`config.mk`:
```
export PLATFORM = sky130hd
export DESIGN_NAME = fifo_write_arbiter
export DESIGN_NICKNAME = d
export VERILOG_FILES = /design/src/rtl/fifo_write_arbiter.sv
export SDC_FILE = /design/constraint.sdc
export NUM_CORES = 1
export LEC_CHECK = 0
export CORE_MARGIN = 3
export CORE_UTILIZATION = 38
export DETAILED_ROUTE_END_ITERATION = 10
export GPL_ROUTABILITY_DRIVEN = 0
export PLACE_DENSITY = 0.86
export SETUP_SLACK_MARGIN = 0.5
export SLEW_MARGIN = 20
export SYNTH_ARGS = -nofsm -noshare
export SYNTH_HDL_FRONTEND = slang
export SYNTH_SLANG_ARGS = --single-unit
```
`constraint.sdc`:
```
create_clock -name write_clk -period 2.6 [get_ports write_clk]
set_input_delay 0.52 -clock write_clk [delete_from_list [all_inputs] [get_ports write_clk]]
set_output_delay 0.52 -clock write_clk [all_outputs]
set_load 0.01 [all_outputs]
```
`src/rtl/fifo_write_arbiter.sv`:
```
// Round-robin arbiter sharing the async FIFO write port among NUM_REQ write-domain producers.
// Each grant covers a burst of up to BURST_LEN words; mem_full stalls the burst in the same cycle.
module fifo_write_arbiter #(
    parameter int NUM_REQ    = 4,
    parameter int DATA_WIDTH = 8,
    parameter int BURST_LEN  = 4,
    parameter int IDW        = (NUM_REQ > 1) ? $clog2(NUM_REQ) : 1
) (
    input  logic                          write_clk,
    input  logic                          reset,
    input  logic [NUM_REQ-1:0]            req,
    input  logic [NUM_REQ*DATA_WIDTH-1:0] req_data,
    output logic [NUM_REQ-1:0]            ack,
    input  logic                          mem_full,
    output logic                          write_en,
    output logic [DATA_WIDTH-1:0]         data_in,
    output logic                          grant_valid,
    output logic [IDW-1:0]                grant_id
);

    localparam int             BW        = (BURST_LEN > 1) ? $clog2(BURST_LEN) : 1;
    localparam logic [BW-1:0]  LAST_BEAT = BW'(BURST_LEN - 1);
    localparam logic [IDW-1:0] LAST_REQ  = IDW'(NUM_REQ - 1);

    typedef enum logic {
        S_IDLE  = 1'b0,
        S_BURST = 1'b1
    } state_t;

    state_t         r_state;
    state_t         w_state_nxt;
    logic [IDW-1:0] r_rr_ptr;
    logic [IDW-1:0] w_rr_ptr_nxt;
    logic [IDW-1:0] r_grant_id;
    logic [IDW-1:0] w_grant_id_nxt;
    logic [BW-1:0]  r_beat_cnt;
    logic [BW-1:0]  w_beat_cnt_nxt;
    logic           r_grant_valid;
    logic [IDW-1:0] w_pick;
    logic           w_pick_ok;
    logic [IDW-1:0] w_next_id;
    logic           w_req_g;
    logic           w_ack_g;

    // Scan from the highest offset down so the lowest offset from rr_ptr wins.
    always_comb begin
        w_pick    = '0;
        w_pick_ok = 1'b0;
        for (int k = NUM_REQ - 1; k >= 0; k--) begin
            int idx;
            idx = int'(r_rr_ptr) + k;
            if (idx >= NUM_REQ) begin
                idx = idx - NUM_REQ;
            end
            if (req[idx]) begin
                w_pick    = IDW'(idx);
                w_pick_ok = 1'b1;
            end
        end
    end

    assign w_next_id = (r_grant_id == LAST_REQ) ? '0 : r_grant_id + 1'b1;
    assign w_req_g   = req[r_grant_id];
    assign w_ack_g   = (r_state == S_BURST) & w_req_g & ~mem_full;

    always_comb begin
        ack = '0;
        if (w_ack_g) begin
            ack[r_grant_id] = 1'b1;
        end
    end

    assign write_en    = w_ack_g;
    assign data_in     = r_grant_valid ? req_data[int'(r_grant_id)*DATA_WIDTH +: DATA_WIDTH] : '0;
    assign grant_valid = r_grant_valid;
    assign grant_id    = r_grant_id;

    always_comb begin
        w_state_nxt    = r_state;
        w_rr_ptr_nxt   = r_rr_ptr;
        w_grant_id_nxt = r_grant_id;
        w_beat_cnt_nxt = r_beat_cnt;
        case (r_state)
            S_IDLE: begin
                if (w_pick_ok) begin
                    w_state_nxt    = S_BURST;
                    w_grant_id_nxt = w_pick;
                    w_beat_cnt_nxt = '0;
                end
            end
            S_BURST: begin
                if (w_ack_g) begin
                    if (r_beat_cnt == LAST_BEAT) begin
                        w_state_nxt  = S_IDLE;
                        w_rr_ptr_nxt = w_next_id;
                    end else begin
                        w_beat_cnt_nxt = r_beat_cnt + 1'b1;
                    end
                end else if (!w_req_g) begin
                    // Requester withdrew: end the burst early and move on.
                    w_state_nxt  = S_IDLE;
                    w_rr_ptr_nxt = w_next_id;
                end
            end
            default: begin
                w_state_nxt = S_IDLE;
            end
        endcase
    end

    always_ff @(posedge write_clk or negedge reset) begin
        if (!reset) begin
            r_state       <= S_IDLE;
            r_rr_ptr      <= '0;
            r_grant_id    <= '0;
            r_beat_cnt    <= '0;
            r_grant_valid <= 1'b0;
        end else begin
            r_state       <= w_state_nxt;
            r_rr_ptr      <= w_rr_ptr_nxt;
            r_grant_id    <= w_grant_id_nxt;
            r_beat_cnt    <= w_beat_cnt_nxt;
            r_grant_valid <= (w_state_nxt == S_BURST);
        end
    end

endmodule

```
Word level (Yosys, flattened, before mapping)
Cells that the tools add are included.

storage, ports and cells
  register bits after elaboration = 7
  logic and storage cells = 82

operators by class
  add/subtract/negate cells = 9
  order comparisons = 10
  equality and inequality tests = 7
  shift operators = 1
  mux-type cells = 43
  bitwise operators = 4
  reduce and logical (&&, ||, !) cells = 4

operator list
  operator                                                                             count
  32-bit by 4-bit less-than comparator with 1-bit output, second input constant        4
  32-bit two-way mux                                                                   4
  32-bit by 6-bit variable part select with 8-bit output                               1
  2-bit two-way mux                                                                    11
  1-bit two-way mux                                                                    18
  3-bit by 3-bit subtractor with 4-bit output, second input constant                   3
  1-bit binary-select mux with 2-bit select                                            5
  3-bit greater-or-equal comparator, second input constant                             3
  8-bit two-way mux                                                                    1
  2-bit != test, second input constant                                                 4
  2-bit by 2-bit adder with 3-bit output, second input constant                        2
  3-bit AND reduction                                                                  2
  2-bit by 1-bit adder with 2-bit output, second input constant                        2
  2-bit == test, second input constant                                                 2
  4-bit two-way mux                                                                    1
  2-bit one-hot mux with 2 select lines                                                1
  2-bit by 3-bit subtractor with 4-bit output, second input constant                   1
  2-bit by 1-bit adder with 3-bit output, second input constant                        1
  2-bit by 3-bit greater-or-equal comparator with 1-bit output, second input constant  1
  2-bit by 3-bit less-than comparator with 1-bit output, second input constant         1
  1-bit AND                                                                            2
  1-bit demux with 2-bit select                                                        1
  2-bit by 1-bit greater-or-equal comparator with 1-bit output, second input constant  1
  2-bit by 1-bit != test with 1-bit output, second input constant                      1
  other kinds (4)                                                                      5

Logic depth before layout (Yosys ltp)
Gate-level depths: netlist of run 1.

  word-level depth = 12
  depth in mapped cells = 5
  depth with buffers taken out = 5

Worst setup path after synthesis of run 1
Ideal clock, no wire load.

  kind = reg2out
  from = register r_grant_id[0], in the netlist grant_id[0]
  to = output data_in[0]
  arrival = 1.488 ns
  slack = 0.592 ns
  stages on the path, launching flop included = 5
  path through = dfrtp_1 > buf_6 > buf_2 > mux4_2 > and2_1

between the ends
  cells in the longest elaborated chain, start to end = 2

ends and longest elaborated chain
  item                                                    RTL line  text
  from (decl)                                             34        logic [IDW-1:0] r_grant_id;
  from (signal assigned)                                  121       r_grant_id <= w_grant_id_nxt;
  32-bit by 6-bit variable part select with 8-bit output  74        assign data_in = r_grant_valid ? req_data[int'(r_grant_id)*DATA_WIDTH +: DATA_WIDTH] : '0;
  8-bit two-way mux                                       74
  to (decl)                                               16        output logic [DATA_WIDTH-1:0] data_in,

No other way between the ends.

Worst setup path in the final report of run 1
  from = input req[3]
  to = output ack[2]

between the ends
  cells in the longest elaborated chain, start to end = 5

ends and longest elaborated chain
  item                                       RTL line  text
  from (decl)                                11        input logic [NUM_REQ-1:0] req,
  1-bit binary-select mux with 2-bit select  63        assign w_req_g = req[r_grant_id];
  1-bit two-way mux (implied by the code)    63
  1-bit AND (2 in a row)                     64        assign w_ack_g = (r_state == S_BURST) & w_req_g & ~mem_full;
  4-bit two-way mux                          68        if (w_ack_g) begin
  to (decl)                                  13        output logic [NUM_REQ-1:0] ack,

No other way between the ends. The select of a mux whose other input is x is not followed.

==> impl_metrics.json, run 1 <==
{
  "syn_area_per_cell_um2": 10.78,
  "overflow": 0,
  "cts.clk_slew.worst_paths_ns": 0.04,
  "drt-initial-drc-count": 22,
  "area_delta_synth_final_pct": 83.75,
  "hold_viol_final": 0,
  "timing.hold.ws_ns": 0.5002,
  "synth.area.mux_share": 0.3313,
  "ys_ff_latch": 7,
  "n_antenna_cell": 0,
  "synth_cell_type_count": 28,
  "grt.total_usage": 0.2073,
  "skew_ns": 0.001551,
  "leakage_nw": 0.7268,
  "cts_buffers": 3,
  "io_buffers": 54,
  "max_slew.worst_pin.slew_ns": 0.3982,
  "utilization": 0.7494,
  "worstPathArrival_ns": 1.75,
  "route.vias.total": 919,
  "critPathLaunch": "req[3]",
  "min_period_ns": 2.269,
  "design_area_mm2": 0.001485,
  "htreeDepth": 1,
  "synthXorXnorAreaFrac": 0,
  "setup_viol": 0,
  "drv_cap": 0,
  "dp_hpwl_um": 2100,
  "routedWlPerCell_um": 17.58,
  "io_pins": 55,
  "synth_edf_count": 0,
  "start_util": 0.4078,
  "tritoncts": "done",
  "worstHoldPathType": "reg2reg",
  "syn-instance-count": 75,
  "rsz0062_at_grt": "true",
  "yosys.area_share.simple": 0.2198,
  "syn_nets": 119,
  "dieArea_mm2": 0.002716,
  "antenna_left": 0,
  "die_x_um": 52.12,
  "cts.sinks": 7,
  "drive_gt1_frac": 0.3557,
  "yosysSeqAreaShare": 0.2167,
  "async_reset_ff_frac": 1.000,
  "dp_cells": 162,
  "clock_path_buffers": 2,
  "drt-vias-per-instance": 5.222,
  "synthesis.area_um2": 808.3,
  "totalWireLength_um": 3094,
  "hold_start": "r_beat_cnt[0]$_DFFE_PN0P_",
  "max_freq_ghz": 0.4406,
  "drc": 0,
  "grt_pass1_vias": 860,
  "slew-limit-headroom": 0.7311,
  "yosys_warnings": 0,
  "startpoint_type": "primary input",
  "outcome": "complete, no violations",
  "worstPathRequired_ns": 2.08,
  "vdd_drop_max_uv": 690.1,
  "crit-reg2reg-launch": "grant_id[0]$_DFFE_PN0P_",
  "synth_top_family_by_area": "multiplexers",
  "drtPass1Iterations": 6,
  "synth-compound-area-share": 0.1068,
  "cts-root-buf": "clkbuf_4",
  "nets": 194,
  "worst_skew_pair.late_latency_ns": 0.25,
  "fin_crit_sh": 0.8729,
  "synthAdderAreaFrac": 0.07740,
  "antenna_found_initial": 0,
  "crit_type": "in2out",
  "coreArea_mm2": 0.001982,
  "grt_max_degree": 16,
  "ys.flop_type": "dfrtp_1",
  "endpoint_kind": "output pin",
  "die_y_um": 52.12,
  "power_density_mw_per_mm2": 937.0,
  "finalMaxSlewViolations": 0,
  "place_area_mm2": 0.001434,
  "grt_pass1_wl_um": 4153,
  "num_rows": 16,
  "fin_cells": 176,
  "path_max_fanout": 6
}
==> registers in the layout (all words and copies together), names as in the netlist <==
register	cells
grant_id	2
grant_valid	1
r_beat_cnt	2
r_rr_ptr	2
==> timing repair <==
item,in CTS,in global routing
buffers inserted,8,2
endpoints found under the setup margin,14,14
pin swaps,12,7
hold buffers,0,0
resized for setup,93,14
==> layer usage <==
layer	share of wire	global-route usage	wire length (um)
met5	0	0	0
met1	0.42	0.2754	1301
met3	0.098	0.03438	303
met2	0.48	0.3347	1470
met4	0.0055	0.07860	17
==> critical path, cell delays in order <==
cell and delay (ns):
dlygate4sd2_1 0.25, mux4_2 0.48, nor3b_4 0.19, and2_1 0.18, buf_2 0.14
==> layout by cell type, fill, tap and decap left out, drive strengths merged, types with 2 or more instances in the layout <==
master | Yosys | layout
dlygate4sd2 | 0 | 36
buf | 3 | 33
and2 | 12 | 12
mux4 | 9 | 9
dfrtp | 7 | 7
nand2 | 6 | 6
ha | 5 | 5
clkdlybuf4s50 | 0 | 5
inv | 4 | 4
nand2b | 4 | 4
clkbuf | 1 | 4
mux2 | 3 | 3
o21ai | 3 | 3
a21oi | 2 | 2
a31oi | 2 | 2
a22o | 2 | 2
mux2i | 2 | 2
nor2b | 2 | 2
==> Yosys cell counts (3+ instances only) <==
cell,instances,area (um2)
mux4_2,6,135.1
mux4_1,3,78.83
dfrtp_1,7,175.2
o21ai_0,3,15.01
ha_1,5,62.56
and2_1,12,75.07
nand2b_1,4,25.02
inv_1,4,15.01
nand2_1,6,22.52
mux2_2,3,33.78
==> area by class of cell <==
class / count / area (um2)
repair buffers: 74 / 645.6
multi-input cells: 60 / 588.1
inverters: 4 / 15.01
fillers: 145 / 496.7
flip-flops and latches: 7 / 176.4
clock buffers: 4 / 26.28
well taps: 27 / 33.78
==> worst paths after layout <==
path | to | slack [ns] | cells past startpoint
setup / recovery | ack[2] | 0.33 | 5
hold / removal | r_beat_cnt[0]$_DFFE_PN0P_ | 0.50 | 1
setup reg to reg | r_beat_cnt[0]$_DFFE_PN0P_ | 0.87 | 6
hold reg to reg | r_beat_cnt[0]$_DFFE_PN0P_ | 0.50 | 1
max in group asynchronous | grant_id[0]$_DFFE_PN0P_ | 1.83 | 1
min in group asynchronous | grant_valid$_DFF_PN0_ | 0.53 | 1
==> where the power goes <==
group          total [mW]  switching [mW]  internal [mW]
logic                1.09           0.448          0.642
clock network      0.0932          0.0350         0.0582
registers           0.209          0.0453          0.164
==> logic make-up after synthesis <==
group	after synthesis
and+or+nand+nor	28
muxes	14
buffers and inverters	8
DFF	7
adders and majority gates	5
AOI/OAI and AO/OA	13
==> stage by stage <==
stage / total power, mW / TNS, ns / setup slack [ns]
after floorplan: 0.7448 / 0 / 0.5919
after global placement: 1.130 / -0.5813 / -0.1432
after detailed placement: 1.147 / -0.7307 / -0.1738
after CTS: 1.248 / 0 / 0.3722
after global routing: 1.485 / 0 / 0.3010
final: 1.392 / 0 / 0.3305
(Power assumes the default switching activity.)
==> inputs of run 2 (changes only) <==
- REMOVE_ABC_BUFFERS: default -> 1
==> run 2 against run 1 <==
  * Total power shrank 8.5%
  * Highest routed layer unchanged
  * Largest power group unchanged
  * Maximum frequency grew 3.6%
  * Utilization shrank 3.7 points
  * Worst setup slack gained 0.079 ns
  * Combinational power shrank 10%
  * Critical path depth is the same
  * Sequential share of layout area grew 0.61 points
  * Via count shrank 0.54%
  * Routed wire length shrank 12%
  * Largest cell class is now multi-input gates
  * Clock skew shrank 0.00090 ns
==> impl_metrics.json, run 2 (same netlist as run 1, synthesis figures left out) <==
{
  "worstPathArrival_ns": 1.67,
  "drv_cap": 0,
  "setup_viol": 0,
  "vdd_drop_max_uv": 670.2,
  "power_density_mw_per_mm2": 901.3,
  "area_delta_synth_final_pct": 74.77,
  "max_slew.worst_pin.slew_ns": 0.2746,
  "slew-limit-headroom": 0.8145,
  "nets": 188,
  "drt-initial-drc-count": 26,
  "grt.total_usage": 0.2052,
  "hold_viol_final": 0,
  "coreArea_mm2": 0.001982,
  "grt_pass1_vias": 874,
  "die_y_um": 52.12,
  "routedWlPerCell_um": 16.08,
  "design_area_mm2": 0.001413,
  "layout_common_cells": "dlygate4sd2_1 (32), buf_2 (11), buf_4 (11)",
  "worstPathCellList": "clkdlybuf4s15_1 -> mux4_2 -> nor3b_4 -> and2_1 -> buf_2",
  "drtPass1Iterations": 4,
  "dp_hpwl_um": 2173,
  "leakage_nw": 0.6850,
  "skew_ns": 0.0006475,
  "min_period_ns": 2.190,
  "fin_crit_sh": 0.8423,
  "cts.sinks": 7,
  "place_area_mm2": 0.001439,
  "dieArea_mm2": 0.002716,
  "start_util": 0.4078,
  "worstPathRequired_ns": 2.08,
  "crit_type": "in2out",
  "outcome": "complete, no violations",
  "io_buffers": 54,
  "cts-root-buf": "clkbuf_4",
  "layout_commonest_cell": "dlygate4sd2_1",
  "drive_gt1_frac": 0.3287,
  "cp_slowest_cell": "mux4_2",
  "clock_path_buffers": 2,
  "route.vias.total": 914,
  "grt_max_degree": 16,
  "rsz0062_at_grt": "true",
  "totalWireLength_um": 2733,
  "antenna_found_initial": 0,
  "die_x_um": 52.12,
  "finalMaxSlewViolations": 0,
  "drt-vias-per-instance": 5.376,
  "path_max_fanout": 6,
  "drc": 0,
  "antenna_left": 0,
  "slowest_delay_ns": 0.49,
  "endpoint_kind": "output pin",
  "tritoncts": "done",
  "tns_ns": 0,
  "timing.hold.ws_ns": 0.4973,
  "num_rows": 16,
  "worst_skew_pair.late_latency_ns": 0.24,
  "io_pins": 55,
  "worstHoldPathType": "reg2reg",
  "cts_buffers": 3,
  "startpoint_type": "primary input",
  "max_freq_ghz": 0.4566,
  "htreeDepth": 1,
  "grt_pass1_wl_um": 4084,
  "cts.clk_slew.worst_paths_ns": 0.05,
  "overflow": 0,
  "n_antenna_cell": 0
}
==> run 2: area by class of cell <==
cell class / instances / area (um2)
clock buffer: 4 / 26.28
tap: 27 / 33.78
fill: 167 / 569.3
inverter: 4 / 15.01
timing repair buffer: 68 / 573.1
sequential: 7 / 176.4
multi-input combinational: 60 / 588.1
==> run 2: path summary, 6_finish.rpt <==
kind	startpoint	end	slack (ns)	cells after the start
worst max register to register	grant_id[0]$_DFFE_PN0P_	r_beat_cnt[1]$_DFFE_PN0P_	0.94	6
min in group asynchronous	reset	r_beat_cnt[0]$_DFFE_PN0P_	0.52	1
max in group asynchronous	reset	grant_id[0]$_DFFE_PN0P_	1.84	1
worst min-delay path	r_beat_cnt[0]$_DFFE_PN0P_	r_beat_cnt[0]$_DFFE_PN0P_	0.50	1
worst min register to register	r_beat_cnt[0]$_DFFE_PN0P_	r_beat_cnt[0]$_DFFE_PN0P_	0.50	1
worst max-delay path	req[3]	ack[0]	0.41	5
==> run 2: through the flow <==
step | std cells | total power [mW] | setup WS, ns | utilization
6_report | 170 | 1.273 | 0.4099 | 0.7128
5_1_grt | 170 | 1.379 | 0.3240 | 0.7128
4_1_cts | 169 | 1.261 | 0.4223 | 0.7071
3_5_place_dp | 161 | 1.162 | -0.1944 | 0.7260
3_3_place_gp | 161 | 1.136 | -0.1395 | 0.7260
2_1_floorplan | 71 | 0.7129 | 0.3992 | -
==> run 2: per-layer routing <==
metal / wire length, um / part of all wire / global-route usage / up-vias
li1: - / - / - / 415
met1: 1057 / 0.39 / 0.2665 / 429
met2: 1283 / 0.47 / 0.3305 / 66
met3: 359 / 0.13 / 0.04011 / 4
met4: 33 / 0.012 / 0.08297 / 0
met5: 0 / 0 / 0 / -
==> run 2: what timing repair did <==
action,in CTS,in global routing
buffers inserted,4,1
pin swaps,12,2
hold buffers,0,0
setup endpoints to repair,13,13
resized for setup,102,1
==> run 2: report_power, final <==
| group | internal [mW] | leakage [nW] | switching, mW | total (mW) |
|---|---|---|---|---|
| logic | 0.558 | 0.585 | 0.421 | 0.979 |
| registers | 0.163 | 0.0853 | 0.0380 | 0.201 |
| clock network | 0.0582 | 0.0150 | 0.0342 | 0.0924 |
==> run 2: worst max-delay path: cells and delay by family <==
| kind | cells | cell delay (ns) |
|---|---|---|
| buf+inv | 2 | 0.33 |
| simple gates | 2 | 0.33 |
| mux | 1 | 0.49 |
